## config.mk

```make
export PLATFORM = sky130hd
export DESIGN_NAME = cmd_encoder
export DESIGN_NICKNAME = d
export VERILOG_FILES = /design/src/rtl/cmd_encoder.sv
export SDC_FILE = /design/constraint.sdc
export NUM_CORES = 1
export LEC_CHECK = 0
export CORE_MARGIN = 2
export CORE_UTILIZATION = 59
export DETAILED_ROUTE_END_ITERATION = 6
export MAX_ROUTING_LAYER = met4
export PLACE_DENSITY_LB_ADDON = 0.3
export SETUP_SLACK_MARGIN = 0.15
export SKIP_CTS_REPAIR_TIMING = 1
export SYNTH_ARGS = -nofsm -noshare
export SYNTH_HDL_FRONTEND = slang
export SYNTH_SLANG_ARGS = --single-unit
```

## constraint.sdc

```tcl
create_clock -name clk -period 5.2 [get_ports clk]
set_input_delay 1.04 -clock clk [delete_from_list [all_inputs] [get_ports clk]]
set_output_delay 1.04 -clock clk [all_outputs]
set_load 0.05 [all_outputs]
```

## src/rtl/cmd_encoder.sv

```systemverilog
// ASCII-to-command-word encoder: parses whitespace-separated hex tokens into 16-bit words
// and queues them in a FIFO presented on a valid/ready command port.
module cmd_encoder #(
    parameter int DEPTH      = 8,
    parameter int CNT_W      = 4,
    parameter int MAX_DIGITS = 4
) (
    input  logic             clk,
    input  logic             reset,
    input  logic             char_valid,
    input  logic [7:0]       char_data,
    output logic             char_ready,
    output logic             cmd_valid,
    output logic [15:0]      cmd_data,
    input  logic             cmd_ready,
    output logic [CNT_W-1:0] fifo_count,
    output logic             token_err,
    output logic [7:0]       err_count
);

    localparam int PTR_W = $clog2(DEPTH);
    localparam int ND_W  = $clog2(MAX_DIGITS + 1);
    localparam logic [ND_W-1:0] ND_MAX = ND_W'(MAX_DIGITS);

    typedef enum logic [1:0] {IDLE, ACCUM, DISCARD} state_t;

    state_t           state, state_next;
    logic [15:0]      acc;
    logic [ND_W-1:0]  ndig;
    logic [15:0]      mem [DEPTH];
    logic [PTR_W-1:0] wr_ptr, rd_ptr;
    logic [CNT_W-1:0] count;
    logic [15:0]      hold;

    logic       is_hex, is_term;
    logic [3:0] digit;
    logic       full, accept, pop;
    logic       load_first, shift_digit, push, drop;

    always_comb begin
        is_hex  = 1'b0;
        digit   = '0;
        is_term = char_data inside {8'h20, 8'h09, 8'h0A, 8'h0D};
        if (char_data >= 8'h30 && char_data <= 8'h39) begin
            is_hex = 1'b1;
            digit  = char_data[3:0];
        end else if ((char_data >= 8'h41 && char_data <= 8'h46) ||
                     (char_data >= 8'h61 && char_data <= 8'h66)) begin
            is_hex = 1'b1;
            digit  = char_data[3:0] + 4'd9;
        end
    end

    assign full       = (count == CNT_W'(DEPTH));
    assign pop        = (count != '0) && cmd_ready;
    assign cmd_valid  = (count != '0);
    // Once drained, the last popped word is held so the bus never shows stale slots.
    assign cmd_data   = cmd_valid ? mem[rd_ptr] : hold;
    assign fifo_count = count;

    always_ff @(posedge clk) begin
        if (reset) state <= IDLE;
        else       state <= state_next;
    end

    always_comb begin
        state_next = state;
        if (accept) begin
            unique case (state)
                IDLE:    if (is_hex) state_next = ACCUM;
                         else if (!is_term) state_next = DISCARD;
                ACCUM:   if (is_term) state_next = IDLE;
                         else if (!is_hex || ndig == ND_MAX) state_next = DISCARD;
                DISCARD: if (is_term) state_next = IDLE;
                default: state_next = IDLE;
            endcase
        end
    end

    always_comb begin
        char_ready  = !(state == ACCUM && full);
        accept      = char_valid && char_ready;
        load_first  = 1'b0;
        shift_digit = 1'b0;
        push        = 1'b0;
        drop        = 1'b0;
        if (accept) begin
            unique case (state)
                IDLE:    load_first = is_hex;
                ACCUM: begin
                    shift_digit = is_hex && (ndig != ND_MAX);
                    push        = is_term;
                end
                DISCARD: drop = is_term;
                default: ;
            endcase
        end
    end

    always_ff @(posedge clk) begin
        if (reset) begin
            acc       <= '0;
            ndig      <= '0;
            wr_ptr    <= '0;
            rd_ptr    <= '0;
            count     <= '0;
            hold      <= '0;
            token_err <= 1'b0;
            err_count <= '0;
        end else begin
            if (load_first) begin
                acc  <= {12'h000, digit};
                ndig <= ND_W'(1);
            end else if (shift_digit) begin
                acc  <= {acc[11:0], digit};
                ndig <= ndig + ND_W'(1);
            end
            token_err <= drop;
            if (drop && err_count != 8'hFF) err_count <= err_count + 8'd1;
            if (push) wr_ptr <= wr_ptr + PTR_W'(1);
            if (pop) begin
                rd_ptr <= rd_ptr + PTR_W'(1);
                hold   <= mem[rd_ptr];
            end
            unique case ({push, pop})
                2'b10:   count <= count + CNT_W'(1);
                2'b01:   count <= count - CNT_W'(1);
                default: ;
            endcase
        end
    end

    always_ff @(posedge clk) begin
        if (push) mem[wr_ptr] <= acc;
    end

endmodule
```

* Yosys cells after proc, flatten, opt, wreduce, memory -nomap -nowiden
Memory sizes are Yosys's and may differ from the RTL's. A register that Yosys moved wholly into a read port is not among the register bits. Index checks and enable logic that the tools add are counted.
Word-level totals: ROM bits 0, memories 1, memory bits (writable) 128, bits of input ports 12, bits in latches 0, register bits after elaboration 56
Memories:
- mem | words 8, width 16, rd ports 1, clocked after memory_dff 1, write ports 1, line 30 | logic [15:0] mem [DEPTH];
Cells by class: reductions and logical operators 19, $add $sub $neg 7, shifts and indexed selects 0, equal/unequal tests 15, mux-type cells 28, magnitude comparators 6, bitwise logic cells 0, multiply operators 0, div/mod/pow operators 0
Operators with widths (count):
- 8-bit by 4-bit == test with 1-bit output (second input constant) | 3
- 8-bit by 7-bit greater-or-equal comparator with 1-bit output (second input constant) | 2
- 8-bit by 7-bit less-or-equal comparator with 1-bit output (second input constant) | 2
- 16-bit 2-to-1 mux | 1
- 4-bit 2-to-1 mux | 4
- 1-bit 2-to-1 mux | 14
- 2-bit 2-to-1 mux | 5
- 3-bit by 1-bit adder with 3-bit output (second input constant) | 3
- 3-bit != test (second input constant) | 3
- 8-bit by 1-bit adder with 8-bit output (second input constant) | 1
- 8-bit by 6-bit == test with 1-bit output (second input constant) | 1
- 8-bit by 6-bit greater-or-equal comparator with 1-bit output (second input constant) | 1
- 8-bit by 6-bit less-or-equal comparator with 1-bit output (second input constant) | 1
- 1-bit logical AND | 8
- 8-bit != test (second input constant) | 1
- 4-bit one-hot mux with 2 select lines | 1
- 4-bit nonzero test | 2
- 3-bit 2-to-1 mux | 2
- 2-bit one-hot mux with 3 select lines | 1
- 4-bit by 1-bit adder with 4-bit output (second input constant) | 1
- 4-bit adder (second input constant) | 1
- 2-bit by 1-bit == test with 1-bit output (second input constant) | 2
- 2-bit == test (second input constant) | 2
- 4-bit == test (second input constant) | 1
- other kinds (9) | 12

* Longest topological paths before layout
Gate-level depths: netlist of run 1.
depth in word-level cells 10, depth in mapped cells 13, gate-level depth less buffers 12

* Least setup slack after synthesis of run 1
No wires, ideal clock.
path type input port to flip-flop, start input port char_data[0], end memory mem[2][0] (enable), buffers on the path 1, data arrival time 3.940 ns, library setup time 0.436 ns, setup slack 0.824 ns, stages on the path 7, required time 4.764 ns, cell sequence inv_1 -> ha_1 -> nor4bb_1 -> o31ai_1 -> or3_1 -> buf_2 -> nor4b_1
Between the ends: cells in the longest elaborated chain, start to end 6, elaborated cells between the ends (all ways) 9, those cells by class 4 x eq/ne; 4 x mux; 1 x reduce/logical
Ends and longest elaborated chain:
- start, declared | line 11 | input logic [7:0] char_data,
- 8-bit by 6-bit == test with 1-bit output / 8-bit by 4-bit == test with 1-bit output (equally long branches) | line 43 | is_term = char_data inside {8'h20, 8'h09, 8'h0A, 8'h0D};
- 4-bit nonzero test (*) | line 43
- 1-bit 2-to-1 mux (*) | line 88 | unique case (state)
- 1-bit 2-to-1 mux (*) | line 87 | if (accept) begin
- 1-bit 2-to-1 mux (*) | line 134 | if (push) mem[wr_ptr] <= acc;
- 1-bit 2-to-1 mux (not written as such) (*) | line 134
- end, declared | line 30
Every way passes the cells marked *; elsewhere a longest branch is shown, timed or not.

==> results of run 1 <==
-- stage by stage --
stage	area (um^2)	hold WS, ns
6_report	8850	0.497
5_1_grt	8850	0.525
4_1_cts	8850	0.502
3_5_place_dp	8270	0.494
3_3_place_gp	8270	0.487
2_1_floorplan	7620	0.466
-- metal layers --
metal  part of all wire (%)  up-vias  GRT usage, %  routed length (um)
met3                    7.3       20          5.67                1120
met5                      0        -             -                   0
met4                    1.5        0          7.38                 226
met2                     48      189          34.3                7250
li1                       -     2037             -                   -
met1                     44     2220          32.9                6630
-- worst register-to-register path: stages, from the launching register on --
cell	delay, ns
dfxtp_1	0.41
or4_1	0.99
and2_1	0.47
ha_1	0.31
xor2_1	0.17
ha_1	0.19
a21oi_1	0.14
xor2_1	0.09
or3_1	0.31
a21oi_1	0.15
-- layout make-up --
| cell class | instances | area (um^2) |
|---|---|---|
| Tap cell | 172 | 215 |
| Multi-Input combinational cell | 288 | 2470 |
| Sequential cell | 187 | 5030 |
| Inverter | 8 | 30.0 |
| Fill cell | 822 | 3770 |
| Timing Repair Buffer | 56 | 526 |
| Clock buffer | 20 | 447 |
| Clock inverter | 12 | 135 |
-- registers in the layout, summed over array words and instances, names as in the netlist, named ones only --
register and flops:
ndig 3, rd_ptr 3, mem 128, token_err 1, acc 16, hold 16
err_count 8, fifo_count 4, wr_ptr 3, state 2
-- logic make-up (layout without fill, tap and decap cells) --
kind of cell	count (synthesis)	count (layout)	synth area share, %
multiplexers	64	64	13.7
buffers and inverters	37	96	2.09
adder cells (fa/ha/maj)	13	13	2.14
AND/OR/NAND/NOR	126	126	8.31
AO/OA/AOI/OAI	71	71	6.24
XOR/XNOR	14	14	1.61
flip-flops	187	187	66.0
-- power by group through the flow --
stage	Sequential [mW]	Combinational [mW]	Clock, mW
2_1_floorplan	1.61	0.0247	0
3_3_place_gp	1.61	0.0400	0
3_5_place_dp	1.61	0.0420	0
4_1_cts	1.58	0.0427	1.28
5_1_grt	1.58	0.0472	1.33
6_report	1.58	0.0433	1.27
-- cell usage in the layout, fill, tap and decap left out, types with 3 or more instances in the layout --
cell type and instances:
edfxtp_1 128, nor2_1 70, dfxtp_1 57, clkdlybuf4s50_1 42
mux4_2 32, mux2i_1 32, a21oi_1 28, a211oi_1 19
clkbuf_16 17, buf_4 14, ha_1 13, xnor2_1 10
inv_1 8, nand2_1 8, o21ai_0 8, nor3_1 7
xor2_1 4, nand3_1 4, nand2b_1 3, nand3b_1 3
or3_1 3, a21o_1 3, inv_6 3, clkinvlp_4 3
-- worst paths after layout --
kind	start	end	slack [ns]	depth (start not counted)
setup / recovery	flop	cmd_data[5]	1.03	5
hold / removal	hold[13]$_SDFFE_PP0P_	hold[13]$_SDFFE_PP0P_	0.50	2
setup reg to reg	fifo_count[1]$_SDFFE_PP0P_	fifo_count[2]$_SDFFE_PP0P_	1.90	9
hold reg to reg	hold[13]$_SDFFE_PP0P_	hold[13]$_SDFFE_PP0P_	0.50	2
==> run metrics, run 1 <==
status=finished clean; CTS Buf Count=17; post-route insts no fill=743; Slew HR=30.9%; initial core utilization=60.4%; # placed instances=711; synthesized area=7620 um^2; cell-internal power=2.32 mW; Sw Share=19.8%; placer's final routability congestion estimate=0.793; Area contributors post-synth=edfxtp_1, dfxtp_1, mux4_2, mux2i_1, nor2_1; Async SR Flop Fraction=0%; Commonest cells post-synth=edfxtp_1, nor2_1, dfxtp_1; post-synthesis sequential area ratio=66.0%; power per cell area=326 nW/um^2; grt total ovfl=0; Die Y=118 um; Crit path required time=4.16 ns; Crit path max-delay family=buffers and inverters; WS Path Type=flop to primary output; Max stage delay on crit path=0.75 ns; H-tree levels=4; max-slew violations=0; vias post-DR=4466; Layout area overhead=16.2%; Core Rows=41; fmax=0.240 GHz; largest net degree at the start of global routing=35; Post-Syn Area per Cell=14.9 um^2; Reg power frac=54.6%; Seq cells post-synth=187; drt pass-1 iters=4; DRT Wirelength=15200 um; Worst setup EP type=primary output; Core Region=12600 um^2; CP cell instances=buf_4, mux4_2, mux2i_1, a21oi_1, clkdlybuf4s50_1; routed len/inst=20.5 um; Leak=2.91 nW; initial antenna violation count=0; Tcrit/Tclk final=80.2%; nets=583; final-report hold violation count=0; syn_nets=537; Syn Inst Count=512; Antenna diodes=0; post-synth cell types=53; Synth warnings=0; Clk pwr share=43.9%; Setup WS pre-CTS=0.731 ns; Psw=0.572 mW; Post-synth top flop=edfxtp_1; Peak supply drop=0.248 mV; Initial DRC Count=437; maxcap violations=0; full die area=13800 um^2; CP max FO=15; post-synth top area share=50.5%; post-route ant nets=0; slowest CP cell=clkdlybuf4s50_1; first-pass GRT wire length=24000 um; CP Data Arrival Time=3.13 ns; Logic pwr share=1.5%; dpl hpwl=9330 um; RSZ-0062 raised after global routing=false; io pins=43; worst hold path type=flop to flop; CTS Sinks=187; final setup vio count=0; Clock Skews=0.0140 ns; Overall Power=2.89 mW; drt drc=0; fin util=70.2%; number of flops mapped to enable cells by yosys=128; PnR worst setup slack=1.03 ns; Clock transition at path regs=0.07 ns; vias per inst=6.01; Synth area leader=edfxtp_1; vias in the first global route=4304; Slew @ Worst Pin=1.04 ns; Clk Latency, worst-skew pair=0.43 ns; CTS tree=done; setup tns final=0 ns; most instantiated library cell after synthesis=edfxtp_1; Root Driver=clkbuf_16; GRT Total Usage=23.4%; fin crit period=4.17 ns; Crit path buffers/inverters=2; Die W=118 um; share of layout cells above drive strength 1=16.5%; startpoint types=flop; Clock Path Buffers=2; port bufs=42
No activity file was read; power rests on OpenSTA's default activity.
==> run 2, diff against run 1 <==
==> constraint.sdc (replaced) <==
create_clock -name clk -period 4.2 [get_ports clk]
set_input_delay 0.84 -clock clk [delete_from_list [all_inputs] [get_ports clk]]
set_output_delay 0.84 -clock clk [all_outputs]
set_load 0.05 [all_outputs]
==> run 2 against run 1 <==
  * Power grew 24%
  * Largest cell class unchanged
  * Critical endpoint is now cmd_data[6]
  * Combinational power up 24%
  * Register-to-register slack worse by 1.1 ns
  * Count of clock-buffer cells in the layout is 2 higher
==> run metrics, run 2 (synthesis gave the netlist of run 1 again) <==
status=finished clean; cell-internal power=2.86 mW; vias in the first global route=4286; vias per inst=5.96; largest net degree at the start of global routing=35; Clock transition at path regs=0.07 ns; placer's final routability congestion estimate=0.822; Layout area overhead=16.9%; Slew @ Worst Pin=0.999 ns; post-route ant nets=0; RSZ-0062 raised after global routing=false; register name with the most flops=mem; Clock Path Buffers=2; CTS Buf Count=17; Clk pwr share=43.9%; r2r startpoint=fifo_count[1]$_SDFFE_PP0P_; Antenna diodes=0; first-pass GRT wire length=23600 um; share of layout cells above drive strength 1=16.9%; GRT Total Usage=23.3%; Leak=2.91 nW; startpoint types=flop; dpl hpwl=9470 um; vias post-DR=4455; Die W=118 um; nets=587; final-report hold violation count=0; number of flip-flops in the largest register=128; Tcrit/Tclk final=92.6%; H-tree levels=4; CTS tree=done; WS Path Type=flop to primary output; Peak supply drop=0.376 mV; initial core utilization=60.4%; drt pass-1 iters=5; Crit path required time=3.36 ns; biggest regs=mem (128), acc (16), hold (16); CTS Sinks=187; grt total ovfl=0; DRT Wirelength=15100 um; CP Data Arrival Time=3.05 ns; Psw=0.709 mW; Clock Skews=0.00997 ns; worst hold path type=flop to flop; CP max FO=13; Clk Latency, worst-skew pair=0.43 ns; Slew HR=33.4%; Worst setup EP type=primary output; Overall Power=3.57 mW; routed len/inst=20.2 um; drt drc=0; Reg power frac=54.6%; Sw Share=19.8%; fmax=0.257 GHz; Core Region=12600 um^2; port bufs=42; Die Y=118 um; Root Driver=clkbuf_16; maxcap violations=0; Initial DRC Count=447; setup tns final=0 ns; max-slew violations=0; full die area=13800 um^2; leading cell type in the layout, fill and taps excluded=edfxtp_1; Logic pwr share=1.5%; final setup vio count=0; Hold Startpoint=hold[8]$_SDFFE_PP0P_; Core Rows=41; fin crit period=3.89 ns; power per cell area=401 nW/um^2; initial antenna violation count=0; commonest cells after routing, fill and taps aside=edfxtp_1, nor2_1, dfxtp_1, clkdlybuf4s50_1; io pins=43
==> run 2: cell type report <==
type	instances	area [um^2]
flip-flops and latches	187	5030
fillers	797	3720
multi-input cells	288	2470
repair buffers	60	568
clock buffers	22	485
well taps	172	215
clock inverters	10	104
inverters	8	30.0
==> run 2: per-layer routing <==
metal  GRT usage (%)  routed length (um)
met5               -                   0
met4            7.61                 245
met3            5.18                 806
met2            35.4                7320
met1            31.8                6720
==> run 2: worst paths after layout <==
path	end	slack, ns	cells past startpoint
setup / recovery	cmd_data[6]	0.31	5
hold / removal	hold[8]$_SDFFE_PP0P_	0.50	2
setup reg to reg	fifo_count[2]$_SDFFE_PP0P_	0.84	9
hold reg to reg	hold[8]$_SDFFE_PP0P_	0.50	2
==> run 2: stage by stage <==
| step | std cells | hold WS, ns | util, % | instance area [um^2] | setup slack [ns] |
|---|---|---|---|---|---|
| final | 747 | 0.503 | 70.5 | 8900 | 0.312 |
| after global routing | 747 | 0.530 | 70.5 | 8900 | 0.155 |
| after detailed placement | 715 | 0.494 | 65.9 | 8310 | 0.349 |
| after floorplan | 512 | 0.466 | - | 7630 | 0.237 |
| after global placement | 715 | 0.486 | 65.9 | 8310 | 0.491 |
| after CTS | 747 | 0.504 | 70.5 | 8900 | 0.252 |
==> run 2: worst max-delay path, stage by stage, from the launching register on <==
cell and delay [ns]:
dfxtp_2 0.66, buf_4 0.27, mux4_2 0.56, mux2i_1 0.27, a21oi_1 0.11, clkdlybuf4s50_1 0.75
==> run 2: power groups by stage <==
stage | clock network (mW) | registers [mW] | logic [mW]
global placement | 0 | 1.99 | 0.0495
finish | 1.57 | 1.95 | 0.0535
global route | 1.66 | 1.95 | 0.0579
detailed placement | 0 | 1.99 | 0.0523
CTS | 1.59 | 1.95 | 0.0527
floorplan | 0 | 1.99 | 0.0306
==> run 3, diff against run 2 <==
--- a/config.mk
+++ b/config.mk
@@ -5,6 +5,7 @@
 export SDC_FILE = /design/constraint.sdc
 export NUM_CORES = 1
 export LEC_CHECK = 0
+export CORE_ASPECT_RATIO = 1.75
 export CORE_MARGIN = 2
 export CORE_UTILIZATION = 59
 export DETAILED_ROUTE_END_ITERATION = 6
==> run 3 against run 2 <==
  * Count of clock-buffer cells in the layout fell by 4
  * Die area rose by 0.26%
  * Final cell count did not move
  * First-iteration DRC count fell by 37%
  * Power fell by 1.3%
  * Utilization fell by 0.91 points
  * Worst setup slack improved by 0.045 ns
  * Sequential cell count did not move
  * Via count fell by 2.1%
  * Critical path type unchanged
  * Largest power group unchanged
  * Highest routed layer unchanged
==> run metrics, run 3 (synthesis gave the netlist of run 1 again) <==
status=finished clean; Worst setup EP type=primary output; Crit path required time=3.36 ns; first-pass GRT wire length=23700 um; initial antenna violation count=0; setup tns final=0 ns; dpl hpwl=9450 um; full die area=13900 um^2; CTS tree=done; max-slew violations=0; hold_ws=0.500 ns; final setup vio count=0; commonest cells after routing, fill and taps aside=edfxtp_1, nor2_1, dfxtp_1, clkdlybuf4s50_1; Die Y=154 um; worst hold path type=flop to flop; CP Data Arrival Time=3.00 ns; Clock Path Buffers=2; placer's final routability congestion estimate=0.754; reg2reg setup slack=0.89 ns; drt drc=0; Peak supply drop=0.294 mV; Die W=89.9 um; Sw Share=21.0%; Clk Latency, worst-skew pair=0.42 ns; RSZ-0062 raised after global routing=false; Layout area overhead=17.0%; fmax=0.260 GHz; vias per inst=5.84; fin crit period=3.84 ns; maxcap violations=0; Slew @ Worst Pin=0.604 ns; biggest regs=mem (128), acc (16), hold (16); CTS Buf Count=17; grt total ovfl=0; GRT Total Usage=23.1%; Tcrit/Tclk final=91.5%; Initial DRC Count=281; Clock transition at path regs=0.07 ns; Clk pwr share=43.2%; CP max FO=34; startpoint types=flop; vias post-DR=4363; io pins=43; register name with the most flops=mem; vias in the first global route=4542; share of layout cells above drive strength 1=17.5%; Reg power frac=55.3%; final-report hold violation count=0; port bufs=42; Psw=0.739 mW; Leak=2.90 nW; leading cell type in the layout, fill and taps excluded=edfxtp_1; largest net degree at the start of global routing=37; H-tree levels=4; Core Rows=55; routed len/inst=19.2 um; Core Region=12800 um^2; cell-internal power=2.79 mW; WS Path Type=flop to primary output; Clock Skews=0.0102 ns; post-route ant nets=0; CTS Sinks=187; nets=588; DRT Wirelength=14300 um; number of flip-flops in the largest register=128; power per cell area=396 nW/um^2; Logic pwr share=1.5%; initial core utilization=59.5%; Antenna diodes=0; drt pass-1 iters=4; Slew HR=59.7%; Root Driver=clkbuf_16
## run 3: cell count changes in the layout (fill, tap and decap cells not counted), sizes merged
cell	change
clkinv	-1
clkinvlp	+1
bufinv	-1
inv	+5
clkbuf	-4
buf	+1
## run 3: area by class of cell
type	count	area, um^2
multi-input combinational	288	2490
clock buffer	18	450
tap	171	214
clock inverter	14	124
timing repair buffer	61	576
inverter	8	30.0
sequential	187	5030
fill	889	3890
## run 3: metrics by stage
stage	utilization [%]	setup WS [ns]	instances	total power [mW]	area, um^2
global route	69.6	0.218	747	3.63	8910
finish	69.6	0.358	747	3.53	8910
CTS	69.6	0.277	747	3.55	8910
detailed placement	65.1	0.218	715	2.04	8340
floorplan	-	0.237	512	2.02	7630
global placement	65.1	0.461	715	2.04	8340
## run 3: critical path: stages, from the launching register on
cell	delay [ns]
dfxtp_1	0.41
or4_2	1.04
a21oi_1	0.29
clkdlybuf4s50_1	0.83
## run 3: power groups by stage
stage	Sequential, mW	Combinational (mW)	Clock (mW)
after floorplan	1.99	0.0306	0
after global placement	1.99	0.0505	0
after detailed placement	1.99	0.0529	0
after CTS	1.95	0.0532	1.55
after global routing	1.95	0.0589	1.62
final	1.95	0.0536	1.52
## run 3: per-layer routing
metal / wire, um / up-vias / GRT usage [%] / part of all wire [%]
li1: - / 2060 / - / -
met1: 5440 / 2148 / 26.8 / 38
met2: 7770 / 124 / 40.0 / 54
met3: 683 / 31 / 3.41 / 4.8
met4: 421 / 0 / 10.5 / 2.9
met5: 0 / - / - / 0
## run 3: path summary, 6_finish.rpt
kind | end | depth (start not counted) | from
setup / recovery | cmd_data[13] | 3 | fifo_count[1]$_SDFFE_PP0P_
hold / removal | hold[4]$_SDFFE_PP0P_ | 2 | hold[4]$_SDFFE_PP0P_
setup reg to reg | fifo_count[2]$_SDFFE_PP0P_ | 9 | fifo_count[1]$_SDFFE_PP0P_
hold reg to reg | hold[4]$_SDFFE_PP0P_ | 2 | hold[4]$_SDFFE_PP0P_
